===== config.mk =====
export PLATFORM = sky130hd
export DESIGN_NAME = trng_collector
export DESIGN_NICKNAME = d
export VERILOG_FILES = /design/src/rtl/trng_pkg.sv /design/src/rtl/trng_fifo.sv /design/src/rtl/trng_collector.sv
export SDC_FILE = /design/constraint.sdc
export NUM_CORES = 1
export LEC_CHECK = 0
export BUFFER_PORTS_ARGS = -buffer_cell sky130_fd_sc_hd__buf_4
export CAP_MARGIN = 20
export CORE_AREA = 2 2 96 98
export CTS_CLUSTER_DIAMETER = 30
export CTS_CLUSTER_SIZE = 24
export DETAILED_ROUTE_END_ITERATION = 6
export DIE_AREA = 0 0 98 100
export HOLD_SLACK_MARGIN = 0.08
export PLACE_DENSITY = 0.54
export SLEW_MARGIN = 20
export SYNTH_ARGS = -nofsm -noshare
export SYNTH_HDL_FRONTEND = slang
export SYNTH_SLANG_ARGS = --single-unit

===== constraint.sdc =====
create_clock -name clk -period 2.68 [get_ports clk]
set_input_delay 0.268 -clock clk [delete_from_list [all_inputs] [get_ports clk]]
set_output_delay 0.268 -clock clk [all_outputs]
set_load 0.01 [all_outputs]

===== src/rtl/trng_pkg.sv =====
`default_nettype none
// ============================================================================
// Module   : trng_pkg
// Brief    : Shared constants, debias state type and helpers for TRNG blocks
// Revision : 1.0 - initial release
// ============================================================================
package trng_pkg;

    localparam int c_def_channels  = 3;
    localparam int c_def_width     = 8;
    localparam int c_def_depth     = 4;
    localparam int c_def_rep_limit = 16;

    typedef enum logic [0:0] {
        IDLE       = 1'b0,
        HAVE_FIRST = 1'b1
    } debias_state_t;

    // Level counters need one extra bit so that "full" is representable.
    function automatic int level_width(input int depth);
        return $clog2(depth) + 1;
    endfunction

endpackage
`default_nettype wire


===== src/rtl/trng_fifo.sv =====
`default_nettype none
// ============================================================================
// Module   : trng_fifo
// Brief    : WIDTH x DEPTH circular buffer with push/pop/flush and level
// Revision : 1.0 - initial release
// ============================================================================
module trng_fifo
    import trng_pkg::*;
#(
    parameter int WIDTH = c_def_width,
    parameter int DEPTH = c_def_depth
) (
    input  logic                          clk,
    input  logic                          rst_n,
    input  logic                          flush,
    input  logic                          push,
    input  logic [WIDTH-1:0]              push_data,
    input  logic                          pop,
    output logic [WIDTH-1:0]              head,
    output logic [level_width(DEPTH)-1:0] level,
    output logic                          full,
    output logic                          empty
);

    localparam int c_ptr_w = $clog2(DEPTH);
    localparam int c_lvl_w = level_width(DEPTH);
    localparam logic [c_ptr_w-1:0] c_ptr_one = c_ptr_w'(1);
    localparam logic [c_lvl_w-1:0] c_lvl_one = c_lvl_w'(1);
    localparam logic [c_lvl_w-1:0] c_lvl_max = c_lvl_w'(DEPTH);

    logic [WIDTH-1:0]   r_mem [DEPTH];
    logic [c_ptr_w-1:0] r_wr_ptr;
    logic [c_ptr_w-1:0] r_rd_ptr;
    logic [c_lvl_w-1:0] r_level;
    logic               w_rd;
    logic               w_wr;

    assign empty = (r_level == '0);
    assign full  = (r_level == c_lvl_max);
    assign w_rd  = pop && !empty;
    // A pop frees the head slot in the same edge, so a full buffer can still accept.
    assign w_wr  = push && (!full || w_rd);

    always_ff @(posedge clk) begin
        if (!rst_n || flush) begin
            r_wr_ptr <= '0;
            r_rd_ptr <= '0;
            r_level  <= '0;
        end else begin
            if (w_wr) r_wr_ptr <= r_wr_ptr + c_ptr_one;
            if (w_rd) r_rd_ptr <= r_rd_ptr + c_ptr_one;
            case ({w_wr, w_rd})
                2'b10:   r_level <= r_level + c_lvl_one;
                2'b01:   r_level <= r_level - c_lvl_one;
                default: r_level <= r_level;
            endcase
        end
    end

    always_ff @(posedge clk) begin
        if (w_wr) r_mem[r_wr_ptr] <= push_data;
    end

    assign head  = empty ? '0 : r_mem[r_rd_ptr];
    assign level = r_level;

endmodule
`default_nettype wire


===== src/rtl/trng_collector.sv =====
`default_nettype none
// ============================================================================
// Module   : trng_collector
// Brief    : Multi-oscillator entropy collector: sync, XOR mix, von Neumann
//            debias, repetition health test, word packing and output FIFO
// Revision : 1.0 - initial release
// ============================================================================
module trng_collector
    import trng_pkg::*;
#(
    parameter int CHANNELS  = c_def_channels,
    parameter int WIDTH     = c_def_width,
    parameter int DEPTH     = c_def_depth,
    parameter int REP_LIMIT = c_def_rep_limit
) (
    input  logic                          clk,
    input  logic                          rst_n,
    input  logic                          en,
    output logic                          osc_en,
    input  logic [CHANNELS-1:0]           raw_in,
    input  logic                          debias_en,
    output logic [WIDTH-1:0]              word_out,
    output logic                          word_valid,
    input  logic                          word_ready,
    output logic [level_width(DEPTH)-1:0] fifo_level,
    output logic                          overflow,
    output logic                          health_fail
);

    localparam int                c_cnt_w     = $clog2(WIDTH);
    localparam logic [c_cnt_w-1:0] c_cnt_max  = c_cnt_w'(WIDTH - 1);
    localparam logic [c_cnt_w-1:0] c_cnt_one  = c_cnt_w'(1);
    localparam logic [7:0]        c_rep_limit = 8'(REP_LIMIT);

    logic                r_osc_en;
    logic [CHANNELS-1:0] r_sync1;
    logic [CHANNELS-1:0] r_sync2;
    logic                r_mix;
    logic [1:0]          r_vcnt;
    logic                w_m_valid;

    debias_state_t       r_db_state;
    debias_state_t       w_db_eff;
    debias_state_t       w_db_nxt;
    logic                r_first;
    logic                w_first_nxt;
    logic                r_debias_q;
    logic                w_toggle;
    logic                w_accept;
    logic                w_bit;

    logic [7:0]          r_run;
    logic [7:0]          w_run_nxt;
    logic                r_last_m;
    logic                r_health;

    logic [WIDTH-1:0]    r_sr;
    logic [WIDTH-1:0]    w_word;
    logic [c_cnt_w-1:0]  r_bit_cnt;
    logic                w_push;
    logic                w_pop;
    logic                w_full;
    logic                w_empty;
    logic                r_overflow;

    // Synchroniser and mixer freeze while the oscillators are off; the
    // fill counter discards stale stages after a restart.
    always_ff @(posedge clk) begin
        if (!rst_n) begin
            r_osc_en <= 1'b0;
            r_sync1  <= '0;
            r_sync2  <= '0;
            r_mix    <= 1'b0;
            r_vcnt   <= 2'd0;
        end else begin
            r_osc_en <= en;
            if (r_osc_en) begin
                r_sync1 <= raw_in;
                r_sync2 <= r_sync1;
                r_mix   <= ^r_sync2;
                if (r_vcnt != 2'd3) r_vcnt <= r_vcnt + 2'd1;
            end else begin
                r_vcnt <= 2'd0;
            end
        end
    end

    assign w_m_valid = r_osc_en && (r_vcnt == 2'd3);
    assign w_toggle  = (debias_en != r_debias_q);

    always_ff @(posedge clk) begin
        if (!rst_n) begin
            r_db_state <= IDLE;
            r_first    <= 1'b0;
            r_debias_q <= 1'b0;
        end else begin
            r_db_state <= w_db_nxt;
            r_first    <= w_first_nxt;
            r_debias_q <= debias_en;
        end
    end

    always_comb begin
        w_db_eff    = w_toggle ? IDLE : r_db_state;
        w_db_nxt    = w_db_eff;
        w_first_nxt = r_first;
        w_accept    = 1'b0;
        w_bit       = 1'b0;
        if (!en || r_health) begin
            w_db_nxt = IDLE;
        end else if (w_m_valid) begin
            if (!debias_en) begin
                w_accept = 1'b1;
                w_bit    = r_mix;
            end else begin
                case (w_db_eff)
                    IDLE: begin
                        w_db_nxt    = HAVE_FIRST;
                        w_first_nxt = r_mix;
                    end
                    HAVE_FIRST: begin
                        w_db_nxt = IDLE;
                        if (r_first != r_mix) begin
                            w_accept = 1'b1;
                            w_bit    = r_first;
                        end
                    end
                    default: w_db_nxt = IDLE;
                endcase
            end
        end
    end

    always_comb begin
        if ((r_run == 8'd0) || (r_mix != r_last_m)) w_run_nxt = 8'd1;
        else if (r_run == 8'hFF)                    w_run_nxt = r_run;
        else                                        w_run_nxt = r_run + 8'd1;
    end

    always_ff @(posedge clk) begin
        if (!rst_n || !en) begin
            r_run    <= 8'd0;
            r_last_m <= 1'b0;
            r_health <= 1'b0;
        end else if (w_m_valid) begin
            r_run    <= w_run_nxt;
            r_last_m <= r_mix;
            if (w_run_nxt >= c_rep_limit) r_health <= 1'b1;
        end
    end

    assign w_word = {r_sr[WIDTH-2:0], w_bit};
    assign w_push = w_accept && (r_bit_cnt == c_cnt_max);

    always_ff @(posedge clk) begin
        if (!rst_n || !en || r_health) begin
            r_sr      <= '0;
            r_bit_cnt <= '0;
        end else if (w_accept) begin
            r_sr      <= w_word;
            r_bit_cnt <= (r_bit_cnt == c_cnt_max) ? '0 : r_bit_cnt + c_cnt_one;
        end
    end

    assign w_pop = !w_empty && word_ready;

    always_ff @(posedge clk) begin
        if (!rst_n) r_overflow <= 1'b0;
        else if (w_push && w_full && !w_pop) r_overflow <= 1'b1;
    end

    trng_fifo #(
        .WIDTH (WIDTH),
        .DEPTH (DEPTH)
    ) u_fifo (
        .clk       (clk),
        .rst_n     (rst_n),
        .flush     (r_health),
        .push      (w_push),
        .push_data (w_word),
        .pop       (w_pop),
        .head      (word_out),
        .level     (fifo_level),
        .full      (w_full),
        .empty     (w_empty)
    );

    assign osc_en      = r_osc_en;
    assign word_valid  = !w_empty;
    assign overflow    = r_overflow;
    assign health_fail = r_health;

endmodule
`default_nettype wire

==> flow_summary_export.csv, run 1 <==
group,metric,value,unit
status,outcome,"finished, final reports clean",
placed_design,dp_hpwl,3960,um
clocking,clockRootBuffer,"clkbuf_8",
critical_path,arrival,2.71,ns
power_and_ir_drop,irDropWorstVdd,0.000332,V
logic_synthesis,yosysTopAreaCellShare,0.290,
layout,syn_to_final_growth,16.4,%
worst_hold_path,min_path_cells,3,
floorplanning,die-area,9800,um2
drt,drcViolationCount,0,
drt,via_count,2107,
grt,grt_pass1_vias,1945,
sta,setup-tns-final,0,ns
floorplanning,dieWidth,98,um
layout,fin_cells,424,
critical_path,end_kind,"flip-flop",
sta,holdWs,0.176,ns
critical_path,r2r_start,"r_mix",
clocking,clk_latency,0.35,ns
layout,final_nets,328,
sta,finalClockSkew,0.00902,ns
critical_path,regToRegSetupSlack,0.25,ns
logic_synthesis,netlist_area,3310,um2
power_and_ir_drop,p_int,1.83,mW
drt,routed_via_density,4.97,
logic_synthesis,ys_types,44,
run,cap_violations,0,
grt,globalRouteMet3Util,0.0320,
critical_path,start_kind,"flip-flop",
layout,fin_area,3860,um2
clocking,cts_sinks,75,
sta,slew_violations,0,
logic_synthesis,syn_nets,300,
power_and_ir_drop,power_density,596,nW/um2
layout,diodes,0,
grt,grt_max_degree,15,
drt,firstDrtPassIters,4,
clocking,postCtsSetupRepairBufs,0,
grt,overflow,0,
clocking,ctsHoldBuffers,0,
logic_synthesis,synthArstFlopShare,0,
grt,grt_pass1_wl,9890,um
drt,wire_per_inst,14.0,um
placed_design,gp_congestion,0.810,
drt,drtAntennaViolNets,0,
grt,use_met2,0.208,
power_and_ir_drop,p_clk_frac,0.464,
sta,fin_crit_sh,0.907,
floorplanning,pin_count,23,
drt,drt_iter0_drc,61,
floorplanning,initial_utilization,0.373,
sta,layout_min_cycle_time,2.43,ns
critical_path,crit_required,2.96,ns
logic_synthesis,synth_area_per_cell,11.8,um2
power_and_ir_drop,p_sw_frac,0.204,
drt,wl,5930,um
clocking,cts_tree,"done",
floorplanning,row_count,35,
placed_design,place_area,3610,um2
grt,busiest_layer,"met2",
logic_synthesis,synthTopCellsByArea,"edfxtp_1, dfxtp_1, mux2i_1",
logic_synthesis,yosysWarnings,0,
layout,fillers,852,
power_and_ir_drop,power,2.30,mW
logic_synthesis,synth_top_cell_by_area,"edfxtp_1",
clocking,cts_resized,0,
worst_hold_path,hold_start,"raw_in[0]",
clocking,cts_made_buffers,9,
worst_hold_path,hold_path.class,"primary input to flip-flop",
logic_synthesis,ys_seq_elements,75,
power_and_ir_drop,power.switching,0.468,mW
clocking,max-clock-path-buffers,2,
placed_design,portBuffers,22,
sta,fmax,0.411,GHz
sta,slew_headroom,0.588,
placed_design,placed_cells,408,
critical_path,reg2regPathDepth,11,
sta,rsz0062_at_grt,"no",
grt,grt_util_all_layers,0.130,
floorplanning,core,8890,um2
power_and_ir_drop,p_comb_frac,0.019,
critical_path,crit_fanout,2,
clocking,path_clk_slew,0.08,ns
logic_synthesis,synth_edf_count,32,
power_and_ir_drop,p_leak,1.41,nW
sta,hold_viol_final,0,
clocking,htreeDepth,3,
power_and_ir_drop,pwr-share-seq,0.517,
sta,setup_viol,0,
logic_synthesis,synth-main-ff-cell,"dfxtp_1",
critical_path,crit_type,"flip-flop to flip-flop",
layout,drive_gt1_frac,0.192,
floorplanning,fp.dieH,100,um
logic_synthesis,yosysSeqAreaShare,0.550,
logic_synthesis,syn_inst,280,
grt,use_met1,0.168,
sta,tightest_slew,0.617,ns
critical_path,startpoint,"r_mix",
grt,antenna_found_initial,0,
## synth_stat cells (4+ instances only)
cell type / n
dfxtp_1: 43
nand3_1: 6
xnor2_1: 4
edfxtp_1: 32
nor2_1: 25
nor3_1: 5
a21oi_1: 12
o21ai_0: 7
mux2i_1: 21
and2_2: 4
clkbuf_1: 6
nor2b_1: 9
and2_1: 11
nand2b_1: 4
ha_1: 11
xor2_1: 5
inv_1: 14
mux4_2: 8
nand2_1: 14
## kinds of logic after synthesis
family / count (synthesis) / synth area share
AO/OA/AOI/OAI: 39 / 0.0820
XOR/XNOR: 9 / 0.0238
adder cells (fa/ha/maj): 12 / 0.0476
buffers and inverters: 25 / 0.0317
flip-flops: 75 / 0.550
multiplexers: 29 / 0.118
AND/OR/NAND/NOR: 91 / 0.147
## metrics by stage
stage | worst slack, ns | util
finish | 0.249 | 0.434
global route | 0.0923 | 0.434
CTS | 0.231 | 0.434
detailed placement | 0.273 | 0.406
global placement | 0.324 | 0.406
floorplan | 0.181 | -
## state kept, by name (all words and copies together) (netlist names), 3 cells and up, named ones only
register,count
r_sr,7
u_fifo.level,3
r_sync2,3
u_fifo.r_mem,32
r_sync1,3
r_run,8
r_bit_cnt,3
## layout make-up
class                           count  area [um2]  share of cell area
Multi-Input combinational cell    180        1390               0.359
Clock buffer                        9         124              0.0321
Tap cell                          111         139              0.0360
Clock inverter                      7         124              0.0321
Inverter                           14        52.6              0.0136
Timing Repair Buffer               28         210              0.0545
Sequential cell                    75        1820               0.472
## critical path, cell delays in order (launching register included)
cell	delay, ns
dfxtp_1	0.33
inv_1	0.05
ha_1	0.28
nand3b_2	0.23
a2111oi_4	0.38
inv_1	0.08
ha_1	0.23
inv_1	0.08
fa_1	0.18
xor2_1	0.07
or3_1	0.30
a21oi_1	0.14
## final timing paths
check / to
max: u_fifo.level[2]
min: r_sync1[0]
max reg2reg: u_fifo.level[2]
min reg2reg: r_last_m
## layer usage
metal  vias to the layer above  share of wire
met4                         0          0.019
met2                        42           0.48
met3                        10          0.035
met5                         -              0
met1                       985           0.47
li1                       1070              -
## power by group through the flow
stage               logic (mW)  clock network, mW  registers (mW)
floorplan               0.0268                  0            1.22
global placement        0.0431                  0            1.22
detailed placement      0.0437                  0            1.22
CTS                     0.0439               1.09            1.19
global route            0.0477               1.14            1.19
finish                  0.0430               1.07            1.19
## cell usage in the layout (no fill, tap or decap), types with 6 or more instances in the layout
cell type and count:
nor2_1 25, nand3_1 6, buf_4 28, ha_1 11
mux2i_1 21, mux4_2 8, a21oi_1 12, clkbuf_8 9
dfxtp_1 43, nand2_1 14, and2_1 11, inv_1 14
nor2b_1 9, edfxtp_1 32, o21ai_0 7
No activity file was read; power rests on OpenSTA's default activity.
==> inputs of run 2 (changes only) <==
CTS_BUF_LIST = sky130_fd_sc_hd__clkbuf_16   (was not set)
PLACE_DENSITY = 0.6   (was 0.54)
==> flow_summary_export.csv, run 2 (synthesis gave the netlist of run 1 again) <==
group,metric,value,unit
status,outcome,"finished, final reports clean",
power_and_ir_drop,p_leak,1.45,nW
drt,firstDrtPassIters,4,
critical_path,path_delay_family,"adder cells",
worst_hold_path,hold_path.class,"primary input to flip-flop",
critical_path,cpPeakStageDelay,0.38,ns
layout,ff_latch_area,1820,um2
drt,drt_iter0_drc,49,
critical_path,cp_slowest_cell,"a2111oi_4",
critical_path,start_kind,"flip-flop",
layout,fillers,839,
sta,slew_headroom,0.620,
critical_path,crit_top_cell,"inv_1",
grt,grt_util_all_layers,0.126,
layout,multi_input_area,1390,um2
clocking,postCtsSetupRepairBufs,0,
sta,layout_min_cycle_time,2.43,ns
clocking,max-clock-path-buffers,2,
sta,hold_viol_final,0,
sta,tightest_slew,0.569,ns
layout,fin_cells,424,
grt,grt_pass1_vias,1992,
placed_design,portBuffers,22,
drt,via_count,2124,
floorplanning,dieWidth,98,um
layout,syn_to_final_growth,18.5,%
layout,final_common_cell,"dfxtp_1",
floorplanning,row_count,35,
sta,slew_violations,0,
layout,drive_gt1_frac,0.185,
power_and_ir_drop,irDropWorstVdd,0.000422,V
grt,overflow,0,
placed_design,gp_congestion,0.860,
layout,postLayoutCoreUtil,0.442,
critical_path,crit_fanout,2,
drt,wire_per_inst,13.6,um
grt,grt_pass1_wl,9660,um
grt,grt_max_degree,15,
layout,top_register,"u_fifo.r_mem",
drt,routed_via_density,5.01,
clocking,clockRootBuffer,"clkbuf_16",
layout,reg_top3,"u_fifo.r_mem (32), r_run (8), r_sr (7)",
sta,holdWs,0.193,ns
layout,layout_common_cells,"dfxtp_1, edfxtp_1, buf_4, nor2_1, mux2i_1",
floorplanning,fp.dieH,100,um
placed_design,placed_cells,408,
sta,setup_viol,0,
critical_path,crit_required,2.94,ns
grt,antenna_found_initial,0,
critical_path,crit_buf_inv,3,
placed_design,dp_hpwl,3900,um
clocking,cts_made_buffers,9,
critical_path,end_kind,"flip-flop",
critical_path,worstPathCellList,"inv_1, ha_1, nand3b_2, a2111oi_4, inv_1, ha_1, inv_1, fa_1, xor2_1, or3_1, a21oi_1",
power_and_ir_drop,power_density,633,nW/um2
critical_path,crit_type,"flip-flop to flip-flop",
sta,fmax,0.412,GHz
drt,drcViolationCount,0,
clocking,cts_resized,0,
sta,rsz0062_at_grt,"no",
floorplanning,initial_utilization,0.373,
clocking,clk_latency,0.33,ns
clocking,cts_sinks,75,
floorplanning,core,8890,um2
clocking,path_clk_slew,0.06,ns
critical_path,arrival,2.69,ns
sta,fin_crit_sh,0.905,
floorplanning,die-area,9800,um2
layout,largest_register_ffs,32,
sta,setup-tns-final,0,ns
clocking,ctsHoldBuffers,0,
layout,final_nets,328,
clocking,cts_tree,"done",
clocking,htreeDepth,3,
sta,finalClockSkew,0.00523,ns
run,cap_violations,0,
critical_path,regToRegSetupSlack,0.25,ns
drt,wl,5780,um
drt,drtAntennaViolNets,0,
layout,diodes,0,
floorplanning,pin_count,23,
run 2: cell count changes in the layout (fill, tap and decap cells not counted), sizes merged:
cell	change
clkinv	+1
bufinv	-1
run 2: through the flow:
| step | area (um2) | setup WS [ns] | power [mW] |
|---|---|---|---|
| 2_1_floorplan | 3310 | 0.181 | 1.24 |
| 3_3_place_gp | 3610 | 0.335 | 1.26 |
| 3_5_place_dp | 3610 | 0.287 | 1.26 |
| 4_1_cts | 3930 | 0.248 | 2.52 |
| 5_1_grt | 3930 | 0.0661 | 2.56 |
| 6_report | 3930 | 0.254 | 2.49 |
run 2: routing by layer:
metal | part of all wire | track usage
met4 | 0.014 | 0.0545
met3 | 0.040 | 0.0383
met1 | 0.46 | 0.157
met2 | 0.48 | 0.202
met5 | 0 | 0
run 2: cell type report:
cell class	count	share of cell area
clock inverters	7	0.0236
flip-flops and latches	75	0.464
clock buffers	9	0.0573
repair buffers	28	0.0535
inverters	14	0.0134
well taps	111	0.0354
multi-input cells	180	0.353
run 2: report_power, final:
part	leakage [nW]	internal [mW]	switching, mW	total [mW]
Clock	0.155	0.812	0.441	1.25
Sequential	0.701	1.19	0.00397	1.19
Combinational	0.591	0.0195	0.0242	0.0437
run 2: path summary, 6_finish.rpt:
kind                   from              end  cells past startpoint
setup / recovery      r_mix  u_fifo.level[2]                     11
hold / removal    raw_in[2]       r_sync1[2]                      3
setup reg to reg      r_mix  u_fifo.level[2]                     11
hold reg to reg    r_last_m         r_last_m                      2
run 2: worst register-to-register path, cell delays in order (launching register included):
cell	delay (ns)
dfxtp_1	0.32
inv_1	0.06
ha_1	0.28
nand3b_2	0.24
a2111oi_4	0.38
inv_1	0.08
ha_1	0.22
inv_1	0.07
fa_1	0.17
xor2_1	0.07
or3_1	0.31
a21oi_1	0.14
==> inputs of run 3 (changes only) <==
clock period = 2.2 ns   (was 2.68 ns; I/O delays follow)
==> flow_summary_export.csv, run 3 (synthesis gave the netlist of run 1 again) <==
group,metric,value,unit
critical_path,path_delay_family,"adder cells",
sta,slew_violations,0,
floorplanning,initial_utilization,0.373,
grt,grt_max_degree,15,
grt,antenna_found_initial,0,
layout,ff_latch_area,1820,um2
clocking,htreeDepth,3,
floorplanning,die-area,9800,um2
critical_path,worstPathCellList,"inv_2, ha_4, nand3b_4, a2111oi_4, inv_1, ha_2, inv_2, fa_2, xor2_1, or3_1, a21oi_1",
drt,wire_per_inst,13.6,um
clocking,path_clk_slew,0.06,ns
critical_path,crit_buf_inv,3,
grt,busiest_layer,"met2",
sta,finalClockSkew,0.00474,ns
sta,setup-tns-final,0,ns
power_and_ir_drop,irDropWorstVdd,0.000444,V
layout,fin_area,4020,um2
layout,top_register,"u_fifo.r_mem",
grt,grt_pass1_vias,2144,
grt,overflow,0,
run,cap_violations,0,
critical_path,crit_end,"u_fifo.level[2]",
critical_path,cpPeakStageDelay,0.33,ns
placed_design,place_area,3700,um2
worst_hold_path,hold_start,"raw_in[1]",
grt,use_met2,0.219,
placed_design,portBuffers,22,
sta,fin_crit_sh,0.976,
critical_path,crit_type,"flip-flop to flip-flop",
floorplanning,core,8890,um2
critical_path,arrival,2.40,ns
clocking,clockRootBuffer,"clkbuf_16",
sta,hold_viol_final,0,
layout,final_nets,339,
layout,multi_input_area,1420,um2
critical_path,reg2regPathDepth,11,
drt,wl,5920,um
layout,postLayoutCoreUtil,0.453,
clocking,cts_made_buffers,9,
critical_path,worstReg2RegEnd,"u_fifo.level[2]",
clocking,cts_tree,"done",
clocking,max-clock-path-buffers,2,
sta,fmax,0.466,GHz
critical_path,worst-path-stages,11,
critical_path,crit_top_cell,"inv_2",
critical_path,regToRegSetupSlack,0.05,ns
sta,layout_min_cycle_time,2.15,ns
critical_path,cp_slowest_cell,"dfxtp_2",
clocking,clk_latency,0.32,ns
power_and_ir_drop,power_density,727,nW/um2
clocking,cts_sinks,75,
drt,routed_via_density,5.00,
drt,drtAntennaViolNets,0,
critical_path,crit_required,2.45,ns
drt,firstDrtPassIters,4,
sta,slew_headroom,0.648,
clocking,ctsHoldBuffers,0,
floorplanning,pin_count,23,
layout,largest_register_ffs,32,
floorplanning,row_count,35,
status,outcome,"finished, final reports clean",
critical_path,r2r_start,"r_mix",
layout,syn_to_final_growth,21.5,%
drt,drcViolationCount,0,
layout,drive_gt1_frac,0.247,
worst_hold_path,hold_path.class,"primary input to flip-flop",
power_and_ir_drop,p_leak,1.51,nW
grt,grt_util_all_layers,0.130,
critical_path,start_kind,"flip-flop",
critical_path,crit_fanout,2,
grt,globalRouteMet3Util,0.0362,
grt,use_met1,0.162,
layout,final_common_cell,"dfxtp_1",
floorplanning,dieWidth,98,um
layout,reg_top3,"u_fifo.r_mem (32), r_run (8), r_sr (7)",
sta,rsz0062_at_grt,"yes",
critical_path,startpoint,"r_mix",
sta,setup_viol,0,
grt,grt_pass1_wl,10100,um
placed_design,gp_congestion,0.832,
drt,via_count,2174,
layout,layout_common_cells,"dfxtp_1, buf_4, edfxtp_1, nor2_1, mux2i_1",
layout,fillers,844,
layout,diodes,0,
sta,tightest_slew,0.521,ns
drt,drt_iter0_drc,62,
critical_path,end_kind,"flip-flop",
placed_design,dp_hpwl,4050,um
floorplanning,fp.dieH,100,um
## run 3: changes by cell type in the layout (fill, tap and decap cells not counted), sizes merged
cell / change
buf: +11
clkinv: +1
bufinv: -1
## run 3: worst register-to-register path: stages, from the launching register on
cell	delay (ns)
dfxtp_2	0.33
inv_2	0.05
ha_4	0.20
nand3b_4	0.17
a2111oi_4	0.33
inv_1	0.08
ha_2	0.19
inv_2	0.05
fa_2	0.18
xor2_1	0.07
or3_1	0.30
a21oi_1	0.13
## run 3: layer usage
metal,share of wire,routed length [um],up-vias
met5,0,0,-
met4,0.0096,57,0
met3,0.034,200,6
met2,0.49,2880,34
met1,0.47,2780,1045
li1,-,-,1089
## run 3: how the worst min path moves through the flow
stage	end	slack (ns)	cells after the start
2_1_floorplan	r_sync2[1]	0.35	1
5_1_grt	r_sync1[0]	0.17	3
3_3_place_gp	r_last_m	0.45	2
6_report	r_sync1[1]	0.16	3
4_1_cts	r_sync1[1]	0.15	3
3_5_place_dp	r_last_m	0.47	2
## run 3: area by class of cell
class / instances / area share
sequential: 75 / 0.453
inverter: 14 / 0.0131
multi-input combinational: 180 / 0.353
clock inverter: 7 / 0.0171
clock buffer: 9 / 0.0560
tap: 111 / 0.0345
timing repair buffer: 39 / 0.0728
## run 3: power breakdown
part | switching (mW) | total, mW | internal, mW | leakage [nW]
sequential | 0.00503 | 1.45 | 1.45 | 0.702
clock | 0.547 | 1.42 | 0.875 | 0.147
combinational | 0.0293 | 0.0533 | 0.0240 | 0.665
total | 0.581 | 2.93 | 2.34 | 1.51
## run 3: repair_timing
item	in CTS	in global routing
setup buffers	2	1
endpoints found under the setup margin	1	2
gates resized for setup	2	1
hold endpoints to repair	0	0
pin swaps	5	2
## run 3: stage by stage
| stage | power [mW] | std cells | setup WS [ns] | hold WS, ns |
|---|---|---|---|---|
| after floorplan | 1.51 | 280 | -0.0814 | 0.348 |
| after detailed placement | 1.54 | 416 | -0.0311 | 0.468 |
| after global routing | 3.03 | 435 | -0.0546 | 0.170 |
| final | 2.93 | 435 | 0.0538 | 0.157 |
| after CTS | 2.97 | 434 | -0.0205 | 0.152 |
| after global placement | 1.53 | 416 | 0.0249 | 0.454 |
